==> src/rtl/uart_rx_param.sv <==
// Oversampling UART receiver with configurable frame format, 3-sample majority vote,
// per-word error/break flags and a valid/ready holding register with sticky overrun.
module uart_rx_param #(
  parameter int DATA_BITS  = 8,
  parameter int OVERSAMPLE = 16,
  parameter int PARITY_EN  = 0,
  parameter int PARITY_ODD = 0,
  parameter int STOP_BITS  = 1
) (
  input  logic                 rx_clk,
  input  logic                 reset,
  input  logic                 sample_en,
  input  logic                 rxd,
  output logic [DATA_BITS-1:0] rx_data,
  output logic                 rx_parity_err,
  output logic                 rx_frame_err,
  output logic                 rx_break,
  output logic                 rx_valid,
  input  logic                 rx_ready,
  output logic                 overrun,
  input  logic                 err_clr,
  output logic                 busy
);

  localparam int CW = $clog2(OVERSAMPLE);
  localparam logic [CW-1:0] VOTE_IDX  = CW'(OVERSAMPLE / 2 + 1);
  localparam logic [CW-1:0] LAST_IDX  = CW'(OVERSAMPLE - 1);
  localparam logic [3:0]    LAST_DATA = 4'(DATA_BITS - 1);
  localparam logic [3:0]    LAST_STOP = 4'(STOP_BITS - 1);
  localparam logic          ODD_BIT   = (PARITY_ODD != 0);

  typedef enum logic [2:0] {IDLE, START, DATA, PARITY, STOP} state_t;

  state_t               state_q, state_d;
  logic [CW-1:0]        cnt_q, cnt_d, curIdx;
  logic [3:0]           bitCnt_q, bitCnt_d;
  logic [DATA_BITS-1:0] shift_q, shift_d;
  logic                 perr_q, perr_d, ferr_q, ferr_d, parVal_q, parVal_d;
  logic                 sync1_q, sync2_q;
  logic [2:0]           samp_q;
  logic                 vote, atVote, atLast, complete, compFerr, compBrk, consume;

  logic [DATA_BITS-1:0] data_q, data_d;
  logic                 hPerr_q, hPerr_d, hFerr_q, hFerr_d, hBrk_q, hBrk_d;
  logic                 valid_q, valid_d, ovr_q, ovr_d;

  assign vote     = (samp_q[0] & samp_q[1]) | (samp_q[0] & samp_q[2]) | (samp_q[1] & samp_q[2]);
  assign curIdx   = (cnt_q == LAST_IDX) ? '0 : cnt_q + CW'(1);
  assign atVote   = (curIdx == VOTE_IDX);
  assign atLast   = (curIdx == LAST_IDX);
  assign compFerr = ferr_q | ~vote;
  assign compBrk  = (shift_q == '0) && ((PARITY_EN == 0) || !parVal_q) && compFerr;
  assign consume  = valid_q & rx_ready;

  always_ff @(posedge rx_clk or posedge reset) begin
    if (reset) begin
      sync1_q <= 1'b1;
      sync2_q <= 1'b1;
      samp_q  <= 3'b111;
    end else begin
      sync1_q <= rxd;
      sync2_q <= sync1_q;
      if (sample_en) samp_q <= {samp_q[1:0], sync2_q};
    end
  end

  always_ff @(posedge rx_clk or posedge reset) begin
    if (reset) begin
      state_q  <= IDLE;
      cnt_q    <= '0;
      bitCnt_q <= '0;
      shift_q  <= '0;
      perr_q   <= 1'b0;
      ferr_q   <= 1'b0;
      parVal_q <= 1'b0;
    end else begin
      state_q  <= state_d;
      cnt_q    <= cnt_d;
      bitCnt_q <= bitCnt_d;
      shift_q  <= shift_d;
      perr_q   <= perr_d;
      ferr_q   <= ferr_d;
      parVal_q <= parVal_d;
    end
  end

  // The falling-edge tick is tick 0 of the start bit; all later ticks index within a bit.
  always_comb begin
    state_d  = state_q;
    cnt_d    = cnt_q;
    bitCnt_d = bitCnt_q;
    shift_d  = shift_q;
    perr_d   = perr_q;
    ferr_d   = ferr_q;
    parVal_d = parVal_q;
    complete = 1'b0;
    if (sample_en) begin
      if (state_q == IDLE) begin
        if (!sync2_q && samp_q[0]) begin
          state_d  = START;
          cnt_d    = '0;
          bitCnt_d = '0;
          perr_d   = 1'b0;
          ferr_d   = 1'b0;
          parVal_d = 1'b0;
        end
      end else begin
        cnt_d = curIdx;
        case (state_q)
          START: begin
            if (atVote && vote) begin
              state_d = IDLE;
              cnt_d   = '0;
            end else if (atLast) begin
              state_d = DATA;
            end
          end
          DATA: begin
            if (atVote) shift_d = {vote, shift_q[DATA_BITS-1:1]};
            if (atLast) begin
              if (bitCnt_q == LAST_DATA) begin
                bitCnt_d = '0;
                state_d  = (PARITY_EN != 0) ? PARITY : STOP;
              end else begin
                bitCnt_d = bitCnt_q + 4'd1;
              end
            end
          end
          PARITY: begin
            if (atVote) begin
              parVal_d = vote;
              perr_d   = vote != (^shift_q ^ ODD_BIT);
            end
            if (atLast) state_d = STOP;
          end
          STOP: begin
            if (atVote) begin
              ferr_d = compFerr;
              if (bitCnt_q == LAST_STOP) begin
                complete = 1'b1;
                state_d  = IDLE;
                cnt_d    = '0;
              end
            end else if (atLast) begin
              bitCnt_d = bitCnt_q + 4'd1;
            end
          end
          default: state_d = IDLE;
        endcase
      end
    end
  end

  // A word completing while the consumer drains the old one replaces it without overrun.
  always_comb begin
    data_d  = data_q;
    hPerr_d = hPerr_q;
    hFerr_d = hFerr_q;
    hBrk_d  = hBrk_q;
    valid_d = valid_q;
    ovr_d   = ovr_q;
    if (complete && (!valid_q || consume)) begin
      data_d  = shift_q;
      hPerr_d = perr_q;
      hFerr_d = compFerr;
      hBrk_d  = compBrk;
      valid_d = 1'b1;
    end else if (consume) begin
      valid_d = 1'b0;
    end
    if (complete && valid_q && !consume) ovr_d = 1'b1;
    else if (err_clr)                    ovr_d = 1'b0;
  end

  always_ff @(posedge rx_clk or posedge reset) begin
    if (reset) begin
      data_q  <= '0;
      hPerr_q <= 1'b0;
      hFerr_q <= 1'b0;
      hBrk_q  <= 1'b0;
      valid_q <= 1'b0;
      ovr_q   <= 1'b0;
    end else begin
      data_q  <= data_d;
      hPerr_q <= hPerr_d;
      hFerr_q <= hFerr_d;
      hBrk_q  <= hBrk_d;
      valid_q <= valid_d;
      ovr_q   <= ovr_d;
    end
  end

  assign rx_data       = data_q;
  assign rx_parity_err = hPerr_q;
  assign rx_frame_err  = hFerr_q;
  assign rx_break      = hBrk_q;
  assign rx_valid      = valid_q;
  assign overrun       = ovr_q;
  assign busy          = (state_q != IDLE);

endmodule
==> config.mk <==
export PLATFORM = sky130hd
export DESIGN_NAME = uart_rx_param
export DESIGN_NICKNAME = d
export VERILOG_FILES = /design/src/rtl/uart_rx_param.sv
export SDC_FILE = /design/constraint.sdc
export NUM_CORES = 1
export LEC_CHECK = 0
export ABC_CLOCK_PERIOD_IN_PS = 2760
export CORE_UTILIZATION = 55
export CTS_BUF_LIST = sky130_fd_sc_hd__clkbuf_4
export CTS_CLUSTER_SIZE = 14
export DETAILED_ROUTE_END_ITERATION = 16
export PLACE_DENSITY_LB_ADDON = 0.05
export SLEW_MARGIN = 20
export SYNTH_ARGS = -nofsm -noshare
export SYNTH_HDL_FRONTEND = slang
export SYNTH_SLANG_ARGS = --single-unit
==> constraint.sdc <==
create_clock -name rx_clk -period 2.76 [get_ports rx_clk]
set_clock_uncertainty 0.05 [all_clocks]
set_input_delay 0.552 -clock rx_clk [delete_from_list [all_inputs] [get_ports rx_clk]]
set_output_delay 0.552 -clock rx_clk [all_outputs]
set_load 0.005 [all_outputs]
==> flow_summary_export.csv <==
group,metric,value,unit
global_route,grt_start_max_net_pins,40,
cts,clock_latency,0.35,ns
sta,worst_pin_slew,0.464,ns
cts,numCtsBuffers,5,
sta,drv_slew,0,
worst_hold_path,worstHoldPathType,"reg -> reg",
worst_setup_path,cp.arrival,1.89,ns
finish,drive_above_1_share,13.7,%
sta,period_share,90.4,%
global_route,use_met1,30.3,%
cts,htree_levels,2,
floorplan,rows,21,
synth,synth_area_leader_cell,"dfrtp_1",
synth,syn-cell-area,2040,um2
floorplan,core_area,3440,um2
power,ir_drop,0.000513,V
cts,holdBufCountCts,0,
global_route,antenna_found_initial,0,
worst_setup_path,cp.required,2.16,ns
drt,drc_errors,0,
global_route,grt.met2_usage,36.0,%
global_route,gr-total-overflow,0,
sta,fmax,401,MHz
placement,dp_slack,0.459,ns
synth,yosys_warnings,0,
synth,synth_ff_type,"dfrtp_1",
global_route,grt_pass1_vias,1491,
placement,io_buffers,19,
synth,synthCells,205,
worst_setup_path,crit_path_end_kind,"primary output",
drt,wl_per_cell,14.2,um
cts,ctsResizeCount,0,
worst_setup_path,crit_type,"reg -> out",
drt,drt-initial-drc-count,85,
synth,synth.net_count,220,
cts,post-cts-setup-buffers,0,
cts,cts_sinks,39,
worst_setup_path,crit_fanout,10,
synth,yosysTopAreaCellShare,41.6,%
sta,grt_setup_unrepaired,"false",
global_route,grtUsageTotal,22.4,%
synth,ys_types,47,
worst_setup_path,r2r.worst_path.cells,7,
synth,yosys_register_bits,39,
sta,setup-tns-final,0,ns
cts,tritoncts,"built",
synth,synth_edf_count,0,
worst_setup_path,timing.rr.start,"cnt_q[0]",
synth,synth_area_leaders,"dfrtp_1 42%, dfstp_2 6.4%, nand2_1 6.2%",
cts,cts-root-buf,"clkbuf_4",
global_route,met3_usage,4.93,%
placement,hpwl,2820,um
synth,syn_area_per_cell,9.97,um2
worst_setup_path,r2r_slack,0.43,ns
drt,wl,3870,um
finish,num_antenna_cells,0,
power,p_leak,1.08,nW
sta,timing.hold.ws,0.315,ns
synth,async_flop_share,100,%
finish,nFillCells,283,
worst_hold_path,hold_end,"sync2_q",
drt,via_per_inst,5.62,
flow_run,cap_viol_max_count,0,
sta,slew_headroom,69.1,%
floorplan,fp.dieW,63.0,um
floorplan,start_util,59.4,%
sta,hold_viol_final,0,
cts,clk_pin_slew,0.11,ns
floorplan,die_h,63.0,um
synth,synth.top_cells.by_count,"34 x dfrtp_1, 34 x nand2_1, 20 x o21ai_1",
drt,ant_nets,0,
placement,gp_congestion,0.921,
drt,vias,1533,
power,power_density,749,nW/um2
worst_setup_path,critPathLaunchType,"flop",
finish,nets,241,
floorplan,dieArea,3970,um2
power,finalPower,1.74,mW
sta,setup_violations,0,
finish,syn2layout_area_growth,13.8,%
synth,synth-seq-area-share,48.0,%
sta,final.min_clock_period,2.49,ns
worst_hold_path,hp-start,"sync1_q",
worst_hold_path,holdPathStages,0,
global_route,grt_pass1_wl,6890,um
worst_setup_path,r2r_end,"state_q[1]",
sta,setup_ws,0.266,ns
floorplan,io_pins,20,
drt,dr.pass1.iters,4,
run_status,outcome,"finished, final reports clean",
cts,clockBufferDepth,2,
global_route,grt.busiest_layer,"met2",
## kinds of logic after synthesis
kind of cell	Yosys count	synth area share [%]
multiplexers	8	4.71
AND/OR/NAND/NOR	64	17.1
adder cells (fa/ha/maj)	10	6.00
buffers and inverters	29	6.30
AO/OA/AOI/OAI	50	15.7
XOR/XNOR	5	2.14
flip-flops	39	48.0
## metal layers
| layer | up-vias | wire length (um) |
|---|---|---|
| li1 | 757 | - |
| met1 | 726 | 1800 |
| met2 | 43 | 1820 |
| met3 | 7 | 193 |
| met4 | 0 | 48 |
| met5 | - | 0 |
## worst max path at each step
stage               start          to  slack [ns]  cells after the start
2_1_floorplan    cnt_q[0]  state_q[1]        0.63                      7
3_3_place_gp    sample_en  state_q[1]        0.50                      4
3_5_place_dp    sample_en  state_q[1]        0.46                      4
4_1_cts        state_q[1]        busy        0.29                      3
5_1_grt        state_q[1]        busy        0.18                      3
6_report       state_q[1]        busy        0.27                      3
## worst max-delay path, cell delays in order (launching register included)
cell	delay, ns
dfrtp_1	0.53
nor3_2	0.40
inv_2	0.15
clkdlybuf4s50_1	0.47
## state kept, by name, indices dropped and copies added, names as in the netlist, 3 cells and up
register / cells
bitCnt_q: 4
cnt_q: 4
rx_data: 8
samp_q: 3
shift_q: 8
state_q: 3
## layout by cell type, fill, tap and decap left out, types with 3 or more instances in the layout
cell type        count
nand2_1             34
dfrtp_1             34
o21ai_1             20
inv_1               19
clkdlybuf4s50_1     19
ha_1                 9
nor2_1               6
clkbuf_4             6
a21oi_1              5
nand3_1              5
o21ai_0              5
dfstp_2              5
a21o_1               4
xnor2_1              4
buf_4                4
mux2_2               3
nand4_1              3
o31ai_1              3
## where the power goes
group | switching [mW] | total [mW] | leakage (nW) | internal (mW)
combinational | 0.362 | 0.639 | 0.553 | 0.276
clock | 0.188 | 0.297 | 0.0317 | 0.108
sequential | 0.140 | 0.806 | 0.493 | 0.667
total | 0.691 | 1.74 | 1.08 | 1.05
## cell type report
type	count	area (um2)	share of cell area, %
Multi-Input combinational cell	137	933	40.1
Sequential cell	39	982	42.2
Clock buffer	6	45.0	1.94
Inverter	20	75.1	3.23
Timing Repair Buffer	23	220	9.47
Clock inverter	2	12.5	0.538
Tap cell	46	57.6	2.47
## metrics by stage
step,instances,util (%),instance area (um2)
2_1_floorplan,205,-,2040
3_3_place_gp,265,65.9,2270
3_5_place_dp,265,65.9,2270
4_1_cts,273,67.6,2330
5_1_grt,273,67.6,2330
6_report,273,67.6,2330
No activity file was read; power rests on OpenSTA's default activity.
